## src/rtl/vx_ttu_req_arbiter_pkg.sv

```systemverilog
// Shared types for the TTU request arbiter: FSM states, completion status, width helper.
package vx_ttu_req_arbiter_pkg;

  localparam int unsigned XLEN     = 32;
  localparam int unsigned STATUS_W = 2;

  typedef enum logic [1:0] {
    ARB_IDLE  = 2'd0,
    ARB_ISSUE = 2'd1,
    ARB_BUSY  = 2'd2,
    ARB_RESP  = 2'd3
  } ttu_arb_state_t;

  typedef enum logic [STATUS_W-1:0] {
    TTU_ARB_OK        = 2'd0,
    TTU_ARB_NOT_FOUND = 2'd1,
    TTU_ARB_TIMEOUT   = 2'd2
  } ttu_arb_status_t;

  // Index width that stays at least one bit for single-entry ranges.
  function automatic int unsigned log2up(input int unsigned n);
    return (n > 1) ? $clog2(n) : 1;
  endfunction

endpackage

```

## src/rtl/vx_ttu_req_arbiter_if.sv

```systemverilog
// Requester-side and IRQC-side signals of the TTU request arbiter.
interface vx_ttu_req_arbiter_if
  import vx_ttu_req_arbiter_pkg::*;
#(
  parameter int unsigned NUM_REQS = 2,
  parameter int unsigned WID_W    = 2,
  parameter int unsigned TID_W    = 3
);

  logic [NUM_REQS-1:0]            req_valid;
  logic [NUM_REQS-1:0]            req_ready;
  logic [NUM_REQS-1:0][WID_W-1:0] req_wid;
  logic [NUM_REQS-1:0][TID_W-1:0] req_tid;
  logic [NUM_REQS-1:0][XLEN-1:0]  req_isr_pc;
  logic [NUM_REQS-1:0]            rsp_valid;
  ttu_arb_status_t                rsp_status;

  logic                           irq_valid;
  logic                           irq_ready;
  logic [WID_W-1:0]               irq_wid;
  logic [TID_W-1:0]               irq_tid;
  logic [XLEN-1:0]                irq_pc;
  logic                           irq_done;
  logic                           irq_not_found;
  logic                           irq_cancel;
  logic                           busy;

  // Environment view: requesters plus IRQC.
  modport master (
    output req_valid, req_wid, req_tid, req_isr_pc, irq_ready, irq_done, irq_not_found,
    input  req_ready, rsp_valid, rsp_status, irq_valid, irq_wid, irq_tid, irq_pc,
           irq_cancel, busy
  );

  // Arbiter view.
  modport slave (
    input  req_valid, req_wid, req_tid, req_isr_pc, irq_ready, irq_done, irq_not_found,
    output req_ready, rsp_valid, rsp_status, irq_valid, irq_wid, irq_tid, irq_pc,
           irq_cancel, busy
  );

endinterface

```

## src/rtl/vx_ttu_req_arbiter_rr_pick.sv

```systemverilog
// Rotating-priority picker: first valid requester at or after the pointer, wrapping.
module vx_ttu_req_arbiter_rr_pick
  import vx_ttu_req_arbiter_pkg::*;
#(
  parameter int unsigned NUM_REQS = 2
) (
  input  logic [NUM_REQS-1:0]         i_req_valid,
  input  logic [log2up(NUM_REQS)-1:0] i_rr_ptr,
  output logic [NUM_REQS-1:0]         o_grant_c,
  output logic [log2up(NUM_REQS)-1:0] o_idx_c,
  output logic                        o_any_c
);

  localparam int unsigned IDX_W = log2up(NUM_REQS);

  logic [IDX_W-1:0] w_cand;

  always_comb begin
    o_grant_c = '0;
    o_idx_c   = '0;
    o_any_c   = 1'b0;
    w_cand    = '0;
    for (int unsigned k = 0; k < NUM_REQS; k++) begin
      w_cand = IDX_W'((32'(i_rr_ptr) + k) % NUM_REQS);
      if (!o_any_c && i_req_valid[w_cand]) begin
        o_any_c = 1'b1;
        o_idx_c = w_cand;
      end
    end
    if (o_any_c) o_grant_c[o_idx_c] = 1'b1;
  end

endmodule

```

## src/rtl/vx_ttu_req_arbiter.sv

```systemverilog
// Round-robin arbiter feeding thread-transfer requests to IRQC one at a time.
// Optional BUSY watchdog with irq_cancel: define VX_TTU_ARB_TIMEOUT_EN.
module vx_ttu_req_arbiter
  import vx_ttu_req_arbiter_pkg::*;
#(
  parameter int unsigned NUM_REQS       = 2,
  parameter int unsigned WARP_CNT       = 4,
  parameter int unsigned THREAD_CNT     = 8,
  parameter int unsigned TIMEOUT_CYCLES = 1024
) (
  input logic                 clk,
  input logic                 reset_n,
  vx_ttu_req_arbiter_if.slave bus
);

  localparam int unsigned IDX_W = log2up(NUM_REQS);
  localparam int unsigned WID_W = log2up(WARP_CNT);
  localparam int unsigned TID_W = log2up(THREAD_CNT);

  ttu_arb_state_t      r_state, w_state_nxt;
  ttu_arb_status_t     r_status, w_status_nxt;
  logic [IDX_W-1:0]    r_rr_ptr, w_rr_ptr_nxt;
  logic [IDX_W-1:0]    r_gnt_idx, w_gnt_idx_nxt;
  logic [WID_W-1:0]    r_wid, w_wid_nxt;
  logic [TID_W-1:0]    r_tid, w_tid_nxt;
  logic [XLEN-1:0]     r_pc, w_pc_nxt;
  logic [NUM_REQS-1:0] r_rsp_valid, w_rsp_valid_nxt;
  logic                r_irq_valid, r_busy, r_irq_cancel, w_irq_cancel_nxt;
  logic [NUM_REQS-1:0] w_req_ready_c;
  logic [NUM_REQS-1:0] w_grant_c;
  logic [IDX_W-1:0]    w_pick_idx_c;
  logic                w_any_c;
  logic                w_expire;

  vx_ttu_req_arbiter_rr_pick #(.NUM_REQS(NUM_REQS)) u_rr_pick (
    .i_req_valid (bus.req_valid),
    .i_rr_ptr    (r_rr_ptr),
    .o_grant_c   (w_grant_c),
    .o_idx_c     (w_pick_idx_c),
    .o_any_c     (w_any_c)
  );

`ifdef VX_TTU_ARB_TIMEOUT_EN
  localparam int unsigned CNT_W = $clog2(TIMEOUT_CYCLES + 1);

  logic [CNT_W-1:0] r_cnt, w_cnt_nxt, w_cnt_inc;

  // w_cnt_inc is the number of BUSY cycles including the current one.
  assign w_cnt_inc = r_cnt + CNT_W'(1);
  assign w_expire  = (r_state == ARB_BUSY) && (w_cnt_inc == CNT_W'(TIMEOUT_CYCLES));

  always_comb begin
    w_cnt_nxt = r_cnt;
    if (r_state == ARB_ISSUE)     w_cnt_nxt = '0;
    else if (r_state == ARB_BUSY) w_cnt_nxt = w_cnt_inc;
  end

  always_ff @(posedge clk) begin
    if (!reset_n) r_cnt <= '0;
    else          r_cnt <= w_cnt_nxt;
  end
`else
  // Watchdog compiled out: BUSY waits on IRQC indefinitely.
  logic w_unused_timeout;
  assign w_unused_timeout = (TIMEOUT_CYCLES != 0);
  assign w_expire         = 1'b0;
`endif

  // Next state, latches and next registered outputs.
  always_comb begin
    w_state_nxt      = r_state;
    w_status_nxt     = TTU_ARB_OK;
    w_rr_ptr_nxt     = r_rr_ptr;
    w_gnt_idx_nxt    = r_gnt_idx;
    w_wid_nxt        = r_wid;
    w_tid_nxt        = r_tid;
    w_pc_nxt         = r_pc;
    w_irq_cancel_nxt = 1'b0;
    w_req_ready_c    = '0;
    w_rsp_valid_nxt  = '0;
    case (r_state)
      ARB_IDLE: begin
        if (w_any_c) begin
          w_req_ready_c = w_grant_c;
          w_gnt_idx_nxt = w_pick_idx_c;
          w_wid_nxt     = bus.req_wid[w_pick_idx_c];
          w_tid_nxt     = bus.req_tid[w_pick_idx_c];
          w_pc_nxt      = bus.req_isr_pc[w_pick_idx_c];
          w_rr_ptr_nxt  = IDX_W'((32'(w_pick_idx_c) + 1) % NUM_REQS);
          w_state_nxt   = ARB_ISSUE;
        end
      end
      ARB_ISSUE: begin
        if (bus.irq_ready) w_state_nxt = ARB_BUSY;
      end
      ARB_BUSY: begin
        // IRQC completion outranks the watchdog firing in the same cycle.
        if (bus.irq_done) begin
          w_state_nxt  = ARB_RESP;
          w_status_nxt = TTU_ARB_OK;
        end else if (bus.irq_not_found) begin
          w_state_nxt  = ARB_RESP;
          w_status_nxt = TTU_ARB_NOT_FOUND;
        end else if (w_expire) begin
          w_state_nxt      = ARB_RESP;
          w_status_nxt     = TTU_ARB_TIMEOUT;
          w_irq_cancel_nxt = 1'b1;
        end
      end
      ARB_RESP: begin
        w_state_nxt = ARB_IDLE;
      end
      default: begin
        w_state_nxt = ARB_IDLE;
      end
    endcase
    if (w_state_nxt == ARB_RESP) w_rsp_valid_nxt[r_gnt_idx] = 1'b1;
  end

  always_ff @(posedge clk) begin
    if (!reset_n) begin
      r_state      <= ARB_IDLE;
      r_status     <= TTU_ARB_OK;
      r_rr_ptr     <= '0;
      r_gnt_idx    <= '0;
      r_wid        <= '0;
      r_tid        <= '0;
      r_pc         <= '0;
      r_rsp_valid  <= '0;
      r_irq_valid  <= 1'b0;
      r_busy       <= 1'b0;
      r_irq_cancel <= 1'b0;
    end else begin
      r_state      <= w_state_nxt;
      r_status     <= w_status_nxt;
      r_rr_ptr     <= w_rr_ptr_nxt;
      r_gnt_idx    <= w_gnt_idx_nxt;
      r_wid        <= w_wid_nxt;
      r_tid        <= w_tid_nxt;
      r_pc         <= w_pc_nxt;
      r_rsp_valid  <= w_rsp_valid_nxt;
      r_irq_valid  <= (w_state_nxt == ARB_ISSUE);
      r_busy       <= (w_state_nxt != ARB_IDLE);
      r_irq_cancel <= w_irq_cancel_nxt;
    end
  end

  assign bus.req_ready  = w_req_ready_c;
  assign bus.rsp_valid  = r_rsp_valid;
  assign bus.rsp_status = r_status;
  assign bus.irq_valid  = r_irq_valid;
  assign bus.irq_wid    = r_wid;
  assign bus.irq_tid    = r_tid;
  assign bus.irq_pc     = r_pc;
  assign bus.irq_cancel = r_irq_cancel;
  assign bus.busy       = r_busy;

endmodule

```

## src/flat_wrapper.sv

```systemverilog
// flat-port wrapper written by rule: the top's interface ports become plain ports
module vx_ttu_req_arbiter_flat import vx_ttu_req_arbiter_pkg::*;
#(
  parameter int unsigned NUM_REQS       = 2,
  parameter int unsigned WARP_CNT       = 4,
  parameter int unsigned THREAD_CNT     = 8,
  parameter int unsigned TIMEOUT_CYCLES = 1024
)
  (clk, reset_n, bus_req_valid, bus_req_wid, bus_req_tid, bus_req_isr_pc, bus_irq_ready, bus_irq_done, bus_irq_not_found, bus_req_ready, bus_rsp_valid, bus_rsp_status, bus_irq_valid, bus_irq_wid, bus_irq_tid, bus_irq_pc, bus_irq_cancel, bus_busy);
  vx_ttu_req_arbiter_if #(.NUM_REQS(NUM_REQS), .WID_W((2)), .TID_W((3))) bus_i ();
  input logic clk;
  input logic reset_n;
  input wire logic [$bits(bus_i.req_valid)-1:0] bus_req_valid;
  input wire logic [$bits(bus_i.req_wid)-1:0] bus_req_wid;
  input wire logic [$bits(bus_i.req_tid)-1:0] bus_req_tid;
  input wire logic [$bits(bus_i.req_isr_pc)-1:0] bus_req_isr_pc;
  input wire logic [$bits(bus_i.irq_ready)-1:0] bus_irq_ready;
  input wire logic [$bits(bus_i.irq_done)-1:0] bus_irq_done;
  input wire logic [$bits(bus_i.irq_not_found)-1:0] bus_irq_not_found;
  output wire logic [$bits(bus_i.req_ready)-1:0] bus_req_ready;
  output wire logic [$bits(bus_i.rsp_valid)-1:0] bus_rsp_valid;
  output wire logic [$bits(bus_i.rsp_status)-1:0] bus_rsp_status;
  output wire logic [$bits(bus_i.irq_valid)-1:0] bus_irq_valid;
  output wire logic [$bits(bus_i.irq_wid)-1:0] bus_irq_wid;
  output wire logic [$bits(bus_i.irq_tid)-1:0] bus_irq_tid;
  output wire logic [$bits(bus_i.irq_pc)-1:0] bus_irq_pc;
  output wire logic [$bits(bus_i.irq_cancel)-1:0] bus_irq_cancel;
  output wire logic [$bits(bus_i.busy)-1:0] bus_busy;
  assign bus_i.req_valid = bus_req_valid;
  assign bus_i.req_wid = bus_req_wid;
  assign bus_i.req_tid = bus_req_tid;
  assign bus_i.req_isr_pc = bus_req_isr_pc;
  assign bus_i.irq_ready = bus_irq_ready;
  assign bus_i.irq_done = bus_irq_done;
  assign bus_i.irq_not_found = bus_irq_not_found;
  assign bus_req_ready = bus_i.req_ready;
  assign bus_rsp_valid = bus_i.rsp_valid;
  assign bus_rsp_status = bus_i.rsp_status;
  assign bus_irq_valid = bus_i.irq_valid;
  assign bus_irq_wid = bus_i.irq_wid;
  assign bus_irq_tid = bus_i.irq_tid;
  assign bus_irq_pc = bus_i.irq_pc;
  assign bus_irq_cancel = bus_i.irq_cancel;
  assign bus_busy = bus_i.busy;
  vx_ttu_req_arbiter #(.NUM_REQS(NUM_REQS), .WARP_CNT(WARP_CNT), .THREAD_CNT(THREAD_CNT), .TIMEOUT_CYCLES(TIMEOUT_CYCLES)) u_core (.clk(clk), .reset_n(reset_n), .bus(bus_i));
endmodule
```

## config.mk

```make
export PLATFORM = sky130hd
export DESIGN_NAME = vx_ttu_req_arbiter_flat
export DESIGN_NICKNAME = d
export VERILOG_FILES = /design/src/rtl/vx_ttu_req_arbiter_pkg.sv /design/src/rtl/vx_ttu_req_arbiter_if.sv /design/src/rtl/vx_ttu_req_arbiter_rr_pick.sv /design/src/rtl/vx_ttu_req_arbiter.sv /design/src/flat_wrapper.sv
export SDC_FILE = /design/constraint.sdc
export NUM_CORES = 1
export LEC_CHECK = 0
export ABC_AREA = 1
export BUFFER_PORTS_ARGS = -buffer_cell sky130_fd_sc_hd__buf_4
export CAP_MARGIN = 20
export CORE_ASPECT_RATIO = 0.5
export CORE_UTILIZATION = 44
export DETAILED_ROUTE_END_ITERATION = 8
export PLACE_DENSITY_LB_ADDON = 0.12
export SETUP_SLACK_MARGIN = 0.05
export SYNTH_ARGS = -nofsm -noshare
export SYNTH_HDL_FRONTEND = slang
export SYNTH_SLANG_ARGS = --single-unit
```

## constraint.sdc

```tcl
create_clock -name clk -period 1.5 [get_ports clk]
set_clock_uncertainty 0.05 [all_clocks]
set_input_delay 0.075 -clock clk [delete_from_list [all_inputs] [get_ports clk]]
set_output_delay 0.075 -clock clk [all_outputs]
set_load 0.01 [all_outputs]
```

==> summary.txt <==
Place WS -> 44.4 ps
Syn. warnings -> 0
Worst-Skew Late Latency -> 300 ps
Routed Antenna Nets -> 0
Nets -> 571
CTS clock-pin slew for the worst setup and hold paths -> 90 ps
Vias/cell -> 4.45
Max Clk Rate -> 701 MHz
H-tree levels -> 2
Cell Area, Synth -> 0.00231 mm2
Synth top area share -> 39.9%
area grow syn2layout -> 50.6%
Diodes inserted -> 0
length in cells of the worst reg-to-reg path -> 2
Final Max Slew Viols -> 0
commonest non-fill, non-tap cell in the layout -> buf_4
Hold Path Class -> in -> reg
Worst Path Required -> 1700 ps
total grt overflow -> 0
CTS tree -> built
global placement routability congestion -> 0.818
total CTS buffers -> 5
WL per Instance -> 10.7 um
vias in the first global route -> 2075
CP Launch Type -> primary input
Mapped Cells -> 362
# fillers -> 458
worst ir drop on vdd -> 0.525 mV
dpl hpwl -> 4350 um
die area -> 0.00556 mm2
Seq/Total Area, Yosys -> 39.9%
worst r2r src -> u_core.r_state[0]
final wirelength -> 6010 um
clock tree buffer depth -> 2
Pleak -> 2.00 nW
IO Port Bufs -> 124
Setup Viol. Count Final -> 0
CP endpoint -> u_core.bus.rsp_status[0]
core area -> 0.00498 mm2
CP arrival -> 1620 ps
total track usage -> 19.9%
first-pass GRT wire length -> 8770 um
largest net degree at the start of global routing -> 37
layout cells sized above 1 -> 30.3%
num ports -> 127
register bit total from synthesis -> 46
most frequent cells in the layout -> 129 x buf_4, 117 x nand2_1, 83 x inv_1
crit path max fanout -> 2
r2r setup slk -> 120 ps
height of the die -> 53.2 um
clk root buf -> clkbuf_8
largest area contributor in the netlist -> dfxtp_1
unrepaired setup endpoints after global routing -> true
status -> completed
R2R Path End -> u_core.bus.rsp_status[0]
count of cell types in the netlist -> 20
kind of critical path -> in -> reg
max-cap violations -> 0
Iteration-0 DRC Markers -> 96
clock sink count -> 46
Vias -> 2494
drt drc -> 0
Pre-Repair DR Iteration Count -> 4
die width -> 104 um
initial antenna violation count -> 0
synth top area cells -> dfxtp_1 40%, nand2_1 19%, inv_1 13%
Site Rows -> 18
Mapped Avg Cell Area -> 6.38 um2
CP Launch Point -> bus_irq_done
pwr dens -> 962 mW/mm2
setup_tns -> 0 ps
post-route clock period utilization -> 95.1%
crit path time final -> 1430 ps
Setup crit end kind -> flip-flop
Initial Utilization -> 46.4%
fin worst setup slack -> 74.1 ps
endpoints failing hold -> 0
[worst max-delay path, stage by stage]
cell	delay, ps
dlygate4sd3_1	540
buf_4	140
nor4_2	280
dlygate4sd3_1	590
[power by group]
group	internal, mW	switching [mW]	total [mW]
sequential	1.38	0.0908	1.47
combinational	0.551	0.576	1.13
clock	0.328	0.424	0.751
[timing repair]
action / in CTS / in global routing
cloned: 0 / 1
buffers inserted: 0 / 2
endpoints found under the setup margin: 4 / 22
endpoints found under the hold margin: 7 / 0
hold buffers: 6 / 0
gates resized for setup: 2 / 9
[final cells by class]
class                           count  area (um2)  share of cell area (%)
Clock buffer                        5        68.8                    1.98
Multi-Input combinational cell    213         946                    27.2
Clock inverter                      3        21.3                   0.612
Tap cell                           70        87.6                    2.52
Timing Repair inverter              1        8.76                   0.252
Inverter                           85         344                    9.89
Timing Repair Buffer              138        1080                    31.0
Sequential cell                    46         922                    26.5
[registers in the layout (all words and copies together) (netlist names)]
name,flops
u_core.bus.irq_wid,2
u_core.bus.rsp_status,1
u_core.r_gnt_idx,1
u_core.bus.busy,1
u_core.bus.irq_pc,32
u_core.bus.irq_valid,1
u_core.bus.rsp_valid,2
u_core.r_rr_ptr,1
u_core.r_state,2
u_core.bus.irq_tid,3
[routing by layer]
layer  up-vias  global-route usage, %  part of all wire [%]
met4         0                   4.05                  0.27
met2        66                   37.0                    48
met3         2                   5.42                   5.9
met1      1100                   23.5                    46
li1       1326                      -                     -
met5         -                      0                     0
[through the flow]
stage | hold WS (ps) | utilization [%] | instances | area (um2) | power, mW
after floorplan | 101 | - | 363 | 2310 | 2.08
after global placement | 201 | 65.7 | 544 | 3270 | 2.54
after detailed placement | 211 | 65.7 | 544 | 3270 | 2.57
after CTS | 0.229 | 68.8 | 558 | 3430 | 3.34
after global routing | 19.5 | 69.9 | 561 | 3480 | 3.55
final | 3.30 | 69.9 | 561 | 3480 | 3.35
[cell usage after synthesis (all sizes together)]
library cell and n:
conb 1, a21oi 41, buf 17, o21ai 3
nand3 39, clkbuf 2, nor4 1, or2 1
nand4 1, nand2 119, inv 85, dfxtp 46
nor2 6
[cell families after synthesis]
| logic type | count (synthesis) | share of synthesized area [%] |
|---|---|---|
| AO/OA/AOI/OAI | 44 | 10.0 |
| buffers and inverters | 104 | 19.7 |
| flip-flops | 46 | 39.9 |
| other | 1 | 0.162 |
| AND/OR/NAND/NOR | 167 | 30.2 |
[worst min-delay path by stage]
stage	slack (ps)	endpoint	start	cells past startpoint
2_1_floorplan	100	u_core.bus.rsp_status[0]	bus_irq_done	1
3_3_place_gp	200	u_core.bus.rsp_status[0]	bus_irq_done	2
3_5_place_dp	210	u_core.bus.rsp_status[0]	bus_irq_done	2
4_1_cts	0.2	u_core.bus.irq_pc[16]	bus_req_isr_pc[48]	5
5_1_grt	20	u_core.bus.irq_pc[21]	bus_req_isr_pc[53]	5
6_report	3	u_core.bus.irq_pc[16]	bus_req_isr_pc[48]	5
(Power assumes the default switching activity.)
